### config.mk
export PLATFORM = sky130hd
export DESIGN_NAME = vga_fb_arbiter
export DESIGN_NICKNAME = d
export VERILOG_FILES = /design/src/rtl/vga_fb_pkg.sv /design/src/rtl/vga_fetch_addr_gen.sv /design/src/rtl/vga_fb_arbiter.sv
export SDC_FILE = /design/constraint.sdc
export NUM_CORES = 1
export LEC_CHECK = 0
export CAP_MARGIN = 10
export CORE_UTILIZATION = 40
export DETAILED_ROUTE_END_ITERATION = 8
export GPL_ROUTABILITY_DRIVEN = 1
export GPL_TIMING_DRIVEN = 0
export PLACE_DENSITY = 0.82
export SLEW_MARGIN = 20
export SYNTH_ARGS = -nofsm -noshare
export SYNTH_HDL_FRONTEND = slang
export SYNTH_SLANG_ARGS = --single-unit
### constraint.sdc
create_clock -name clk -period 4.55 [get_ports clk]
set_clock_uncertainty 0.1 [all_clocks]
set_input_delay 1.365 -clock clk [delete_from_list [all_inputs] [get_ports clk]]
set_output_delay 1.365 -clock clk [all_outputs]
set_load 0.03 [all_outputs]
### src/rtl/vga_fb_pkg.sv
`default_nettype none
// ============================================================================
// Module  : vga_fb_pkg
// Brief   : Default geometry and arbiter state encoding for vga_fb_arbiter.
// Revision: 1.0
// ============================================================================
package vga_fb_pkg;

    localparam int c_ADDR_W         = 16;
    localparam int c_DATA_W         = 16;
    localparam int c_WORDS_PER_LINE = 40;
    localparam int c_LINES          = 600;

    typedef enum logic [0:0] {
        ARB_IDLE  = 1'b0,
        ARB_FETCH = 1'b1
    } arb_state_t;

endpackage
`default_nettype wire

### src/rtl/vga_fetch_addr_gen.sv
`default_nettype none
// ============================================================================
// Module  : vga_fetch_addr_gen
// Brief   : Line index / word counter for display prefetch and frame/line strobes.
// Revision: 1.0
// ============================================================================
module vga_fetch_addr_gen
    import vga_fb_pkg::*;
#(
    parameter int ADDR_W         = c_ADDR_W,
    parameter int WORDS_PER_LINE = c_WORDS_PER_LINE,
    parameter int LINES          = c_LINES
) (
    input  logic                                clk,
    input  logic                                reset,
    input  logic                                frame_start,
    input  logic                                line_start,
    input  logic                                in_fetch,
    input  logic                                issue,
    output logic                                start_ok,
    output logic                                last_word,
    output logic [$clog2(WORDS_PER_LINE)-1:0]   word,
    output logic [ADDR_W-1:0]                   addr
);

    localparam int c_IDX_W  = $clog2(WORDS_PER_LINE);
    localparam int c_LINE_W = $clog2(LINES + 1);

    logic [c_LINE_W-1:0] r_line;
    logic [c_IDX_W-1:0]  r_word;
    logic [c_LINE_W-1:0] w_line_inc;
    logic [c_LINE_W-1:0] w_target;

    assign w_line_inc = (r_line == c_LINE_W'(LINES)) ? r_line : r_line + 1'b1;

    // A line_start during a fetch abandons the current line and targets the next one.
    assign w_target  = frame_start ? '0 : (in_fetch ? w_line_inc : r_line);
    assign start_ok  = line_start && (w_target < c_LINE_W'(LINES));
    assign last_word = (r_word == c_IDX_W'(WORDS_PER_LINE - 1));
    assign word      = r_word;
    assign addr      = ADDR_W'(r_line) * ADDR_W'(WORDS_PER_LINE) + ADDR_W'(r_word);

    always_ff @(posedge clk) begin
        if (reset) begin
            r_line <= '0;
            r_word <= '0;
        end else if (frame_start) begin
            r_line <= '0;
            r_word <= '0;
        end else if (line_start) begin
            if (in_fetch) begin
                r_line <= w_line_inc;
            end
            r_word <= '0;
        end else if (issue) begin
            if (last_word) begin
                r_line <= w_line_inc;
                r_word <= '0;
            end else begin
                r_word <= r_word + 1'b1;
            end
        end
    end

endmodule
`default_nettype wire

### src/rtl/vga_fb_arbiter.sv
`default_nettype none
// ============================================================================
// Module  : vga_fb_arbiter
// Brief   : Framebuffer RAM arbiter, display prefetch over host; optional
//           forced host slot via VGA_FB_HOST_SLOT_EN.
// Revision: 1.0
// ============================================================================
module vga_fb_arbiter
    import vga_fb_pkg::*;
#(
    parameter int ADDR_W         = c_ADDR_W,
    parameter int DATA_W         = c_DATA_W,
    parameter int WORDS_PER_LINE = c_WORDS_PER_LINE,
    parameter int LINES          = c_LINES
`ifdef VGA_FB_HOST_SLOT_EN
    ,
    parameter int MAX_FETCH_RUN  = 8
`endif
) (
    input  logic                                clk,
    input  logic                                reset,
    input  logic                                frame_start,
    input  logic                                line_start,
    input  logic                                host_req,
    input  logic                                host_we,
    input  logic [ADDR_W-1:0]                   host_addr,
    input  logic [DATA_W-1:0]                   host_wdata,
    output logic                                host_gnt,
    output logic [DATA_W-1:0]                   host_rdata,
    output logic                                host_rvalid,
    output logic                                mem_en,
    output logic                                mem_we,
    output logic [ADDR_W-1:0]                   mem_addr,
    output logic [DATA_W-1:0]                   mem_wdata,
    input  logic [DATA_W-1:0]                   mem_rdata,
    output logic                                lb_wvalid,
    output logic [$clog2(WORDS_PER_LINE)-1:0]   lb_widx,
    output logic [DATA_W-1:0]                   lb_wdata,
    output logic                                fetch_busy,
    output logic                                fetch_overrun
);

    arb_state_t                          r_state;
    logic                                w_in_fetch;
    logic                                w_slot;
    logic                                w_issue;
    logic                                w_start_ok;
    logic                                w_last_word;
    logic [$clog2(WORDS_PER_LINE)-1:0]   w_word;
    logic [ADDR_W-1:0]                   w_fetch_addr;

    assign w_in_fetch = (r_state == ARB_FETCH);

`ifdef VGA_FB_HOST_SLOT_EN
    localparam int c_RUN_W = $clog2(MAX_FETCH_RUN + 1);
    logic [c_RUN_W-1:0] r_run;

    // After MAX_FETCH_RUN back-to-back fetch cycles with the host waiting, steal one cycle.
    assign w_slot = w_in_fetch && host_req && (r_run == c_RUN_W'(MAX_FETCH_RUN));

    always_ff @(posedge clk) begin
        if (reset || !w_in_fetch || !host_req || w_slot) begin
            r_run <= '0;
        end else begin
            r_run <= r_run + 1'b1;
        end
    end
`else
    assign w_slot = 1'b0;
`endif

    assign w_issue   = !reset && w_in_fetch && !w_slot;
    assign host_gnt  = !reset && host_req && (!w_in_fetch || w_slot);
    assign mem_en    = w_issue || host_gnt;
    assign mem_we    = host_gnt && host_we;
    assign mem_addr  = w_issue ? w_fetch_addr : (host_gnt ? host_addr : '0);
    assign mem_wdata = host_gnt ? host_wdata : '0;

    assign lb_wdata   = lb_wvalid ? mem_rdata : '0;
    assign host_rdata = host_rvalid ? mem_rdata : '0;

    vga_fetch_addr_gen #(
        .ADDR_W         (ADDR_W),
        .WORDS_PER_LINE (WORDS_PER_LINE),
        .LINES          (LINES)
    ) u_addr_gen (
        .clk         (clk),
        .reset       (reset),
        .frame_start (frame_start),
        .line_start  (line_start),
        .in_fetch    (w_in_fetch),
        .issue       (w_issue),
        .start_ok    (w_start_ok),
        .last_word   (w_last_word),
        .word        (w_word),
        .addr        (w_fetch_addr)
    );

    always_ff @(posedge clk) begin
        if (reset) begin
            r_state       <= ARB_IDLE;
            fetch_busy    <= 1'b0;
            fetch_overrun <= 1'b0;
            lb_wvalid     <= 1'b0;
            lb_widx       <= '0;
            host_rvalid   <= 1'b0;
        end else begin
            if (frame_start || line_start) begin
                r_state    <= w_start_ok ? ARB_FETCH : ARB_IDLE;
                fetch_busy <= w_start_ok;
            end else if (w_issue && w_last_word) begin
                r_state    <= ARB_IDLE;
                fetch_busy <= 1'b0;
            end
            if (line_start && w_in_fetch && !frame_start) begin
                fetch_overrun <= 1'b1;
            end
            // Tag the read issued this cycle so its data lands next cycle.
            lb_wvalid   <= w_issue;
            lb_widx     <= w_word;
            host_rvalid <= host_gnt && !host_we;
        end
    end

endmodule
`default_nettype wire
==> flow_summary.toml <==
[yosys]
synth_seq_cells = 26
synth_top_area_frac = 0.211
synth_top_family_by_area = "simple AND/OR/NAND/NOR gates"
synthSimpleGateAreaFrac = 0.339
synth_common_cells = "and2_1, nor2_1, dfxtp_1, ha_1, xor2_1"
synth_cell_types = 51
ys.flop_type = "dfxtp_1"
synth_edf_count = 0
synth-adder-area-share = 0.128
yosysMostFrequentCell = "and2_1"
synth.largest_area_cell = "dfxtp_1"
synth_top_cells_by_area = "dfxtp_1, and2_1, ha_1, xor2_1, xnor2_1"
syn-mean-instance-area_um2 = 8.04
synthMuxAreaShare = 0.00813
async_flop_share = 0
syn-num-nets = 384
synth_xor_area_frac = 0.103
synth_compound_area_frac = 0.171
syn_area_um2 = 2460
synth_cells = 306
ys_warn_count = 0
ys_seq_area_frac = 0.211

[die]
rows = 28
die_area_um2 = 6470
ioPinCount = 131
fp.coreArea_um2 = 5920
initial_core_util = 0.416
dieHeight_um = 80.4
die_w_um = 80.4

[cts]
clock_path_buffers = 2
cts_root_buf = "clkbuf_8"
cts_buffers = 3
cts_tree = "yes"
clkTransAtPathRegs_ps = 90
htreeDepth = 1
clk_latency_ps = 280
clock_sinks = 26

[layout]
fin_nets = 521
area_growth_pct = 59.4
final_cells = 517
antenna_cells = 0
drive_gt1_frac = 0.111

[critical_path]
slowest_stage = "clkdlybuf4s50_1"
crit_buf_inv = 3
crit_required_ps = 3080
cpPeakStageDelay_ps = 500
endpoint_kind = "output port"
rrSetupSlack_ps = 2510
crit_chain = "clkdlybuf4s50_1 > nor3b_4 > clkbuf_2 > and2_1 > dlygate4sd2_1"
cp_max_fo = 10
cp.arrival_ps = 2990
crit_family = "buffers and inverters"
criticalPathCategory = "primary input to output port"
start_kind = "primary input"

[timing]
finalHoldViolCount = 0
slew_violations = 0
max-slew-margin-rel = 0.717
period_needed_ps = 4460
setup_violations = 0
fin_crit_sh = 0.979
rsz0062_at_grt = "true"
timing.fmax_ghz = 0.224
worstMarginPinSlew_ps = 425

[grt]
grt_pass1_wl_mm = 12.1
grt-ovfl-total = 0
track_usage = 0.238
grt_pass1_vias = 2532
grt_max_degree = 15
antenna_found_initial = 0

[placed_design]
place_congestion = 0.867
place_inst = 510
dpl.hpwl_mm = 6.33
port_buffers = 129

[drt]
via_count = 2677
wl_per_cell_um = 14.9
ant_nets = 0
drt-initial-drc-count = 91
routed_wl_mm = 7.70
viasPerCell = 5.18
drc = 0
dr.pass1.iters = 4

[pwr]
p_per_area_nw_per_um2 = 143
finalPower_uw = 562
leakage_nw = 1.71
ir_worst_vdd_uv = 123

[run_status]
status = "complete, no violations"

[hold_path]
hold_path_class = "flip-flop to flip-flop"

[run]
drv_cap = 0
==> cells by family (layout without fill, tap and decap cells) <==
group	after synthesis	in the layout
fa+ha+maj	24	24
flops	26	26
mux	2	2
simple gates	147	147
xor+xnor	29	29
buf+inv	25	161
compound gates	53	53
==> tightest hold or removal path, delay by kind of cell, from the launching register on <==
family           cells  cell delay [ps]
flip-flops           1              330
AND/OR/NAND/NOR      2              110
==> per-stage QoR <==
stage                     setup slack [ps]  hold slack (ps)  utilization  instance area (um2)  setup TNS [ps]
after floorplan                        113              384            -                 2460               0
after global placement                -545              355        0.650                 3850          -15110
after detailed placement              -532              362        0.650                 3850          -14810
after CTS                             3.61              383        0.661                 3910               0
after global routing                 -2.23              434        0.663                 3920           -2.23
final                                 93.4              374        0.663                 3920               0
==> final cells by class <==
type | count | area [um2]
clock buffer | 4 | 55.1
fill | 508 | 2000
multi-input combinational | 255 | 1890
sequential | 26 | 532
inverter | 9 | 33.8
buffer | 16 | 71.3
tap | 75 | 93.8
timing repair buffer | 132 | 1250
==> cells in the final DEF, fill, tap and decap left out, drive strengths merged, types with 11 or more instances in the layout <==
cell           Yosys  routed
xnor2             14      14
dlygate4sd2        0      13
clkdlybuf4s50      0      95
xor2              15      15
clkdlybuf4s15      0      11
dfxtp             26      26
a22o              13      13
nand3             14      14
ha                22      22
nor2              30      30
nand2             14      14
and2              50      50
clkbuf            14      25
==> final timing paths <==
path,startpoint,endpoint,cells after the start
hold / removal,fetch_overrun,fetch_overrun,2
setup / recovery,reset,mem_wdata[11],5
hold reg to reg,fetch_overrun,fetch_overrun,2
setup reg to reg,fetch_busy,u_addr_gen.r_line[8],8
==> power breakdown <==
part / internal (mW) / leakage (nW) / switching (mW)
Sequential: 0.229 / 0.213 / 0.00357
Clock: 0.0776 / 0.0288 / 0.0764
Combinational: 0.0874 / 1.47 / 0.0884
==> metal layers <==
metal  vias to the layer above  share of wire  track usage
li1                       1342              -            -
met1                      1211           0.39        0.258
met3                        20          0.077       0.0602
met5                         -              0            0
met4                         0          0.033       0.0875
met2                       104           0.50        0.441
==> what timing repair did <==
action / CTS / global route
gates resized for setup: 68 / 30
hold buffers: 0 / 0
buffers inserted: 1 / 2
pin swaps: 2 / 2
endpoints found under the setup margin: 34 / 28
endpoints found under the hold margin: 0 / 0
Power figures use the tool's default switching activity.
